File: config.mk
export PLATFORM = sky130hd
export DESIGN_NAME = ul_wr_ram_control
export DESIGN_NICKNAME = d
export VERILOG_FILES = /design/src/rtl/ul_wr_ram_control.sv
export SDC_FILE = /design/constraint.sdc
export NUM_CORES = 1
export LEC_CHECK = 0
export BUFFER_PORTS_ARGS = -buffer_cell sky130_fd_sc_hd__buf_2
export CAP_MARGIN = 20
export CELL_PAD_IN_SITES_DETAIL_PLACEMENT = 0
export CELL_PAD_IN_SITES_GLOBAL_PLACEMENT = 2
export CORE_MARGIN = 4
export CORE_UTILIZATION = 36
export CTS_CLUSTER_DIAMETER = 150
export DETAILED_ROUTE_END_ITERATION = 8
export HOLD_SLACK_MARGIN = 0.15
export PLACE_DENSITY_LB_ADDON = 0.1
export SLEW_MARGIN = 0
export SYNTH_ARGS = -nofsm -noshare
export SYNTH_HDL_FRONTEND = slang
export SYNTH_SLANG_ARGS = --single-unit
File: constraint.sdc
create_clock -name clk -period 3.9 [get_ports clk]
set_clock_uncertainty 0.05 [all_clocks]
set_input_delay 0.195 -clock clk [delete_from_list [all_inputs] [get_ports clk]]
set_output_delay 0.195 -clock clk [all_outputs]
set_load 0.02 [all_outputs]
File: src/rtl/ul_wr_ram_control.sv
// Write-side controller for the uplink ping-pong frame RAM: fills bank 0 / bank 1 alternately.
// Optional saturating drop counter on port dropCount when UL_WR_DROP_CNT_EN is defined.
module ul_wr_ram_control #(
    parameter int         DATA_W    = 8,
    parameter int         FRAME_LEN = 262,
    parameter logic [9:0] RAM0_BASE = 10'd0,
    parameter logic [9:0] RAM1_BASE = 10'd512
) (
    input  logic              clk,
    input  logic              rst,
    input  logic              UlDataRevEnable,
    input  logic [DATA_W-1:0] wrDataIn,
    input  logic              wrDataValid,
    input  logic              frameStart,
    input  logic [1:0]        UlRAM_rd_state,
    output logic [1:0]        UlRAM_wr_state,
    output logic              wrRAMEn,
    output logic [9:0]        wrRAMAddr,
    output logic [DATA_W-1:0] wrRAMData,
    output logic              frameDrop
`ifdef UL_WR_DROP_CNT_EN
    ,output logic [7:0]       dropCount
`endif
);

    localparam int             OFF_W    = $clog2(FRAME_LEN);
    localparam logic [OFF_W-1:0] LAST_OFF = OFF_W'(FRAME_LEN - 1);

    typedef enum logic [1:0] {
        WAIT_SOF,
        WRITE,
        COMMIT,
        DROP
    } state_t;

    state_t             state, state_n;
    logic               bank, bank_n;
    logic [OFF_W-1:0]   offset, offset_n;
    logic [1:0]         wr_state_n;
    logic               en_n, drop_n;
    logic [9:0]         addr_n;
    logic [DATA_W-1:0]  data_n;
    logic               sof_bank;

    function automatic logic [9:0] base_of(input logic b);
        return b ? RAM1_BASE : RAM0_BASE;
    endfunction

    always_ff @(posedge clk or posedge rst) begin
        if (rst) begin
            state          <= WAIT_SOF;
            bank           <= 1'b0;
            offset         <= '0;
            UlRAM_wr_state <= '0;
            wrRAMEn        <= 1'b0;
            wrRAMAddr      <= '0;
            wrRAMData      <= '0;
            frameDrop      <= 1'b0;
        end else begin
            state          <= state_n;
            bank           <= bank_n;
            offset         <= offset_n;
            UlRAM_wr_state <= wr_state_n;
            wrRAMEn        <= en_n;
            wrRAMAddr      <= addr_n;
            wrRAMData      <= data_n;
            frameDrop      <= drop_n;
        end
    end

    always_comb begin
        state_n    = state;
        bank_n     = bank;
        offset_n   = offset;
        // A bank is released only while it is marked full; stale read flags are harmless.
        wr_state_n = UlRAM_wr_state & ~UlRAM_rd_state;
        en_n       = 1'b0;
        addr_n     = wrRAMAddr;
        data_n     = wrRAMData;
        drop_n     = 1'b0;
        sof_bank   = (state == COMMIT) ? ~bank : bank;

        if (!UlDataRevEnable) begin
            state_n    = WAIT_SOF;
            wr_state_n = '0;
            bank_n     = 1'b0;
            offset_n   = '0;
        end else begin
            unique case (state)
                WRITE: begin
                    if (wrDataValid) begin
                        en_n   = 1'b1;
                        data_n = wrDataIn;
                        if (frameStart) begin
                            drop_n   = 1'b1;
                            addr_n   = base_of(bank);
                            offset_n = OFF_W'(1);
                        end else begin
                            addr_n   = base_of(bank) + 10'(offset);
                            offset_n = offset + 1'b1;
                            if (offset == LAST_OFF)
                                state_n = COMMIT;
                        end
                    end
                end
                default: begin
                    // COMMIT publishes the full bank and is simultaneously an SOF-wait
                    // against the toggled bank.
                    if (state == COMMIT) begin
                        wr_state_n[bank] = 1'b1;
                        bank_n           = ~bank;
                        offset_n         = '0;
                        state_n          = WAIT_SOF;
                    end
                    if (wrDataValid && frameStart) begin
                        bank_n = sof_bank;
                        if (!UlRAM_wr_state[sof_bank]) begin
                            en_n     = 1'b1;
                            addr_n   = base_of(sof_bank);
                            data_n   = wrDataIn;
                            offset_n = OFF_W'(1);
                            state_n  = WRITE;
                        end else begin
                            drop_n  = 1'b1;
                            state_n = DROP;
                        end
                    end
                end
            endcase
        end
    end

`ifdef UL_WR_DROP_CNT_EN
    always_ff @(posedge clk or posedge rst) begin
        if (rst)
            dropCount <= '0;
        else if (!UlDataRevEnable)
            dropCount <= '0;
        else if (drop_n && dropCount != 8'hFF)
            dropCount <= dropCount + 8'd1;
    end
`endif

endmodule
# After elaboration in Yosys (flattened, before gate mapping)
# Cells that the tools add are included.
# op_classes
n_addsub	2
n_mul	0
div_mod_pow	0
n_lt_le_gt_ge	3
eq_ne	10
shift	0
muxes	47
bitwise_logic	4
n_reduce_logical	5
# op_table
op	count
$mux 10	7
$mux 9	7
$mux 8	4
$mux 2	11
$mux 1	17
$add 10x9->10	1
$add 9x1->9 const B	1
$eq 9x9->1 const B	1
$ne 3x3->1 const B	3
$reduce_and 4->1	2
$lt 1x2->1 const B	2
$ne 2x2->1 const B	2
$ne 4x1->1 const B	1
$and 2x2->2	1
$eq 2x1->1 const B	1
$eq 2x2->1 const B	1
$logic_and 1x1->1	2
$ne 2x1->1 const B	1
$not 2->2	1
$or 2x2->2	1
$reduce_bool 2->1	1
$demux 1 s1	1
$ge 1x1->1 const B	1
$not 1->1	1
# word_totals
register_bits	34
latchBits	0
mem_bits_rw	0
romBits	0
elab_cells	79
mem_count	0

# Longest topological paths before layout
# logic_depth
word_depth	8
depth_mapped	8
ltp_nobuf	6

# Worst setup path after synthesis
# OpenSTA, ideal clock, no wires.
# synth_path
path_kind	reg2reg
startpoint	register state[0]
endpoint	register wrRAMData[0]
setup_ns	0.080
arrival_ns	1.631
required_ns	3.770
slack_ns	2.139
path_stages_with_launch	9
path_buffers	4
synth_period_minus_slack_ns	1.761
cell_sequence	dfrtp_1 -> buf_6 -> nand2b_4 -> buf_6 -> mux2_4 -> and2_4 -> buf_6 -> buf_12 -> o211ai_2
# synth_between
elab_chain_len	6
word_cells_on_any_way	10
# synth_lines
item	line_no	rtl
from (decl)	36	state_t state, state_n;
from (signal assigned)	60	state <= state_n;
$eq 2x2->1	81	sof_bank = (state == COMMIT) ? ~bank : bank;
$mux 1	--	
$mux 1 (not written as such) (2 in a row)	117	if (!UlRAM_wr_state[sof_bank]) begin
$ne 2x1->1 (no line)	--	
$reduce_and 4->1 (no line)	--	
to (signal assigned)	66	wrRAMData <= data_n;
to (decl)	19	output logic [DATA_W-1:0] wrRAMData,
# Parallel ways exist; a longest one is shown, timed or not. The select of a mux whose other input is x is not followed.
# A chain may end at the register's enable or synchronous reset.

# Worst setup path in the final report
# layout_path
startpoint	register state[1]
endpoint	register wrRAMData[5]
# The elaborated chain is that of the path after synthesis.

==> impl_metrics.tcl <==
set metrics [dict create \
    status "finished clean" \
    async_flop_share 1.000 \
    die_h_um 81.87 \
    cts_sinks 34 \
    final.min_clock_period_ns 2.169 \
    synth_top_area_share 0.4331 \
    numCtsBuffers 5 \
    fp.dieArea_um2 6703 \
    rows 26 \
    end_kind "flop" \
    tightest_slew_ns 0.9368 \
    clkLatencyLatePin_ns 0.29 \
    h-tree-depth 2 \
    maxSlewViolCount 0 \
    areaGrowthSynthToFinish_pct 21.34 \
    finalCritPeriodShare 0.5561 \
    path_delay_family "simple AND/OR/NAND/NOR gates" \
    fin_nets 267 \
    synth_fp_nets 228 \
    setup_slack_ns 1.731 \
    antenna_found_initial 0 \
    clk_pin_slew_worst_paths_ns 0.07 \
    portBuffers 36 \
    p_per_area_nw_per_um2 484.6 \
    boundaryPins 37 \
    maxCapViolations 0 \
    fill_cells 550 \
    synth_area_leader_cell "dfrtp_1" \
    cp_cell_sequence "nand2b_1 > nor2_1 > a22oi_1 > o211ai_1" \
    max_freq_mhz 461.1 \
    viasPerCell 5.583 \
    met3_usage 0.03728 \
    grt_max_degree 35 \
    grt_busiest_layer "met2" \
    hold_viol_final 0 \
    grtUsageMet1 0.2130 \
    drc 0 \
    wl_per_cell_um 16.00 \
    gr-usage-met2 0.2658 \
    grt_pass1_wl_um 8404 \
    synth_area_leaders "dfrtp_1, a22oi_1, nand2_1" \
    leakage_nw 1.034 \
    drt-total-wl_um 5136 \
    fin_area_um2 2384 \
    dp_worst_setup_slack_ns 1.775 \
    cts_resized 0 \
    post-cts-setup-buffer-count 0 \
    firstDrtPassIters 5 \
    core_um2 5205 \
    cts_root_buf "clkbuf_8" \
    syn-mean-instance-area_um2 9.310 \
    cts_max_path_buffers 2 \
    rsz0062_at_grt "no" \
    start_util 0.3774 \
    yosysWarningCount 0 \
    ant_nets 0 \
    slowest_stage "nand2b_1" \
    grt.overflow.total 0 \
    synth_top_flop_cell "dfrtp_1" \
    critPathLaunchType "flop" \
    peakVddDrop_mv 0.1690 \
    antennaDiodeCount 0 \
    place_area_um2 2141 \
    setup_viol 0 \
    syn-instance-count 211 \
    synth_edf_count 0 \
    path_max_fanout 23 \
    crit_path_max_incr_delay_ns 0.77 \
    worstPathArrival_ns 2.27 \
    grt_use_total 0.1620 \
    grt_pass1_vias 1758 \
    drive_above_1_share 0.2430 \
    ys_types 44 \
    netlist_area_um2 1964 \
    cp.required_ns 4.00 \
    ys_seq_area_frac 0.4331 \
    num_vias 1792 \
    dpl.hpwl_um 3540 \
    gp_congestion 0.7551 \
    critPathBufInv 0 \
    crit_type "reg2reg" \
    setup-tns-final_ns 0 \
    cts_tree "yes" \
    die_w_um 81.87 \
    drt_iter0_drc 90 \
    slew_headroom 0.3755 \
    synth-seq-cells 34 \
    hp-class "in2reg" \
]
==> cells in the mapped netlist, types with 3 or more instances <==
cell type and instances:
buf_2 3, inv_1 7, dfrtp_1 34, o211ai_1 9
nor3_1 6, and2_1 4, clkbuf_1 6, o21ai_0 6
a21oi_1 8, nor2_1 9, mux2i_1 3, a22oi_1 17
nand3_1 5, nand2b_1 3, nand2_1 31, o21ai_2 9
buf_6 3, nand4_1 9, a31oi_1 5
==> tightest hold or removal path, cell delays in order <==
cell and delay (ns):
buf_2 0.07, o22ai_1 0.06, and2_1 0.15
==> layout make-up <==
| type | count | area (um2) | area share |
|---|---|---|---|
| Clock buffer | 6 | 82.58 | 0.03465 |
| Sequential cell | 34 | 850.8 | 0.3570 |
| Timing Repair Buffer | 47 | 287.8 | 0.1207 |
| Clock inverter | 2 | 60.06 | 0.02520 |
| Inverter | 7 | 26.28 | 0.01102 |
| Multi-Input combinational cell | 155 | 988.4 | 0.4147 |
| Tap cell | 70 | 87.58 | 0.03675 |
==> kinds of logic after synthesis <==
logic type,Yosys count,share of synthesized area
fa+ha+maj,4,0.02293
mux,4,0.02293
xor+xnor,1,0.004459
compound gates,67,0.2459
buf+inv,22,0.06369
flops,34,0.4331
simple gates,79,0.2070
==> stage by stage <==
stage | utilization | hold slack (ns) | total power, mW | instances
after floorplan | - | 0.2866 | 0.6654 | 211
after global placement | 0.4113 | 0.2618 | 0.7437 | 303
after detailed placement | 0.4113 | 0.2732 | 0.7518 | 303
after CTS | 0.4579 | 0.1649 | 1.171 | 321
after global routing | 0.4579 | 0.1735 | 1.217 | 321
final | 0.4579 | 0.1728 | 1.155 | 321
==> final timing paths <==
kind	to	depth (start not counted)	start	slack [ns]
max	wrRAMData[5]$_DFFE_PP0P_	4	state[1]$_DFFE_PP0P_	1.73
min	UlRAM_wr_state[0]$_DFF_PP0_	3	UlRAM_rd_state[0]	0.17
max in group asynchronous	wrRAMData[5]$_DFFE_PP0P_	4	rst	2.97
max reg2reg	wrRAMData[5]$_DFFE_PP0P_	4	state[1]$_DFFE_PP0P_	1.73
min reg2reg	wrRAMAddr[1]$_DFFE_PP0P_	2	wrRAMAddr[1]$_DFFE_PP0P_	0.50
min in group asynchronous	wrRAMAddr[4]$_DFFE_PP0P_	4	rst	0.50
==> registers in the layout (all words and copies together) (netlist names) <==
register / count
wrRAMAddr: 10
UlRAM_wr_state: 2
frameDrop: 1
offset: 9
bank: 1
state: 2
wrRAMData: 8
wrRAMEn: 1
==> metal layers <==
layer  share of wire  vias to the layer above
met1            0.47                      883
met5               0                        -
met2            0.47                       49
met3           0.045                        5
li1                -                      855
met4          0.0097                        0
==> cells in the final DEF (no fill, tap or decap), types with 4 or more instances in the layout <==
cell type      instances
dlygate4sd3_1         10
and2_1                 4
a31oi_1                5
buf_2                 36
inv_1                  7
nand2_1               31
nor3_1                 6
nor2_1                 9
a21oi_1                8
nand4_1                9
a22oi_1               17
o21ai_0                6
dfrtp_1               34
nand3_1                5
o21ai_2                9
o211ai_1               9
clkbuf_8               6
==> report_power, final <==
| part | switching [mW] | internal [mW] |
|---|---|---|
| sequential | 0.0453 | 0.404 |
| combinational | 0.181 | 0.117 |
| clock | 0.134 | 0.273 |
==> repair_timing <==
item,in CTS,in global routing
hold buffers,10,0
endpoints found under the hold margin,43,0
endpoints found under the setup margin,0,0
No activity file was read; power rests on OpenSTA's default activity.
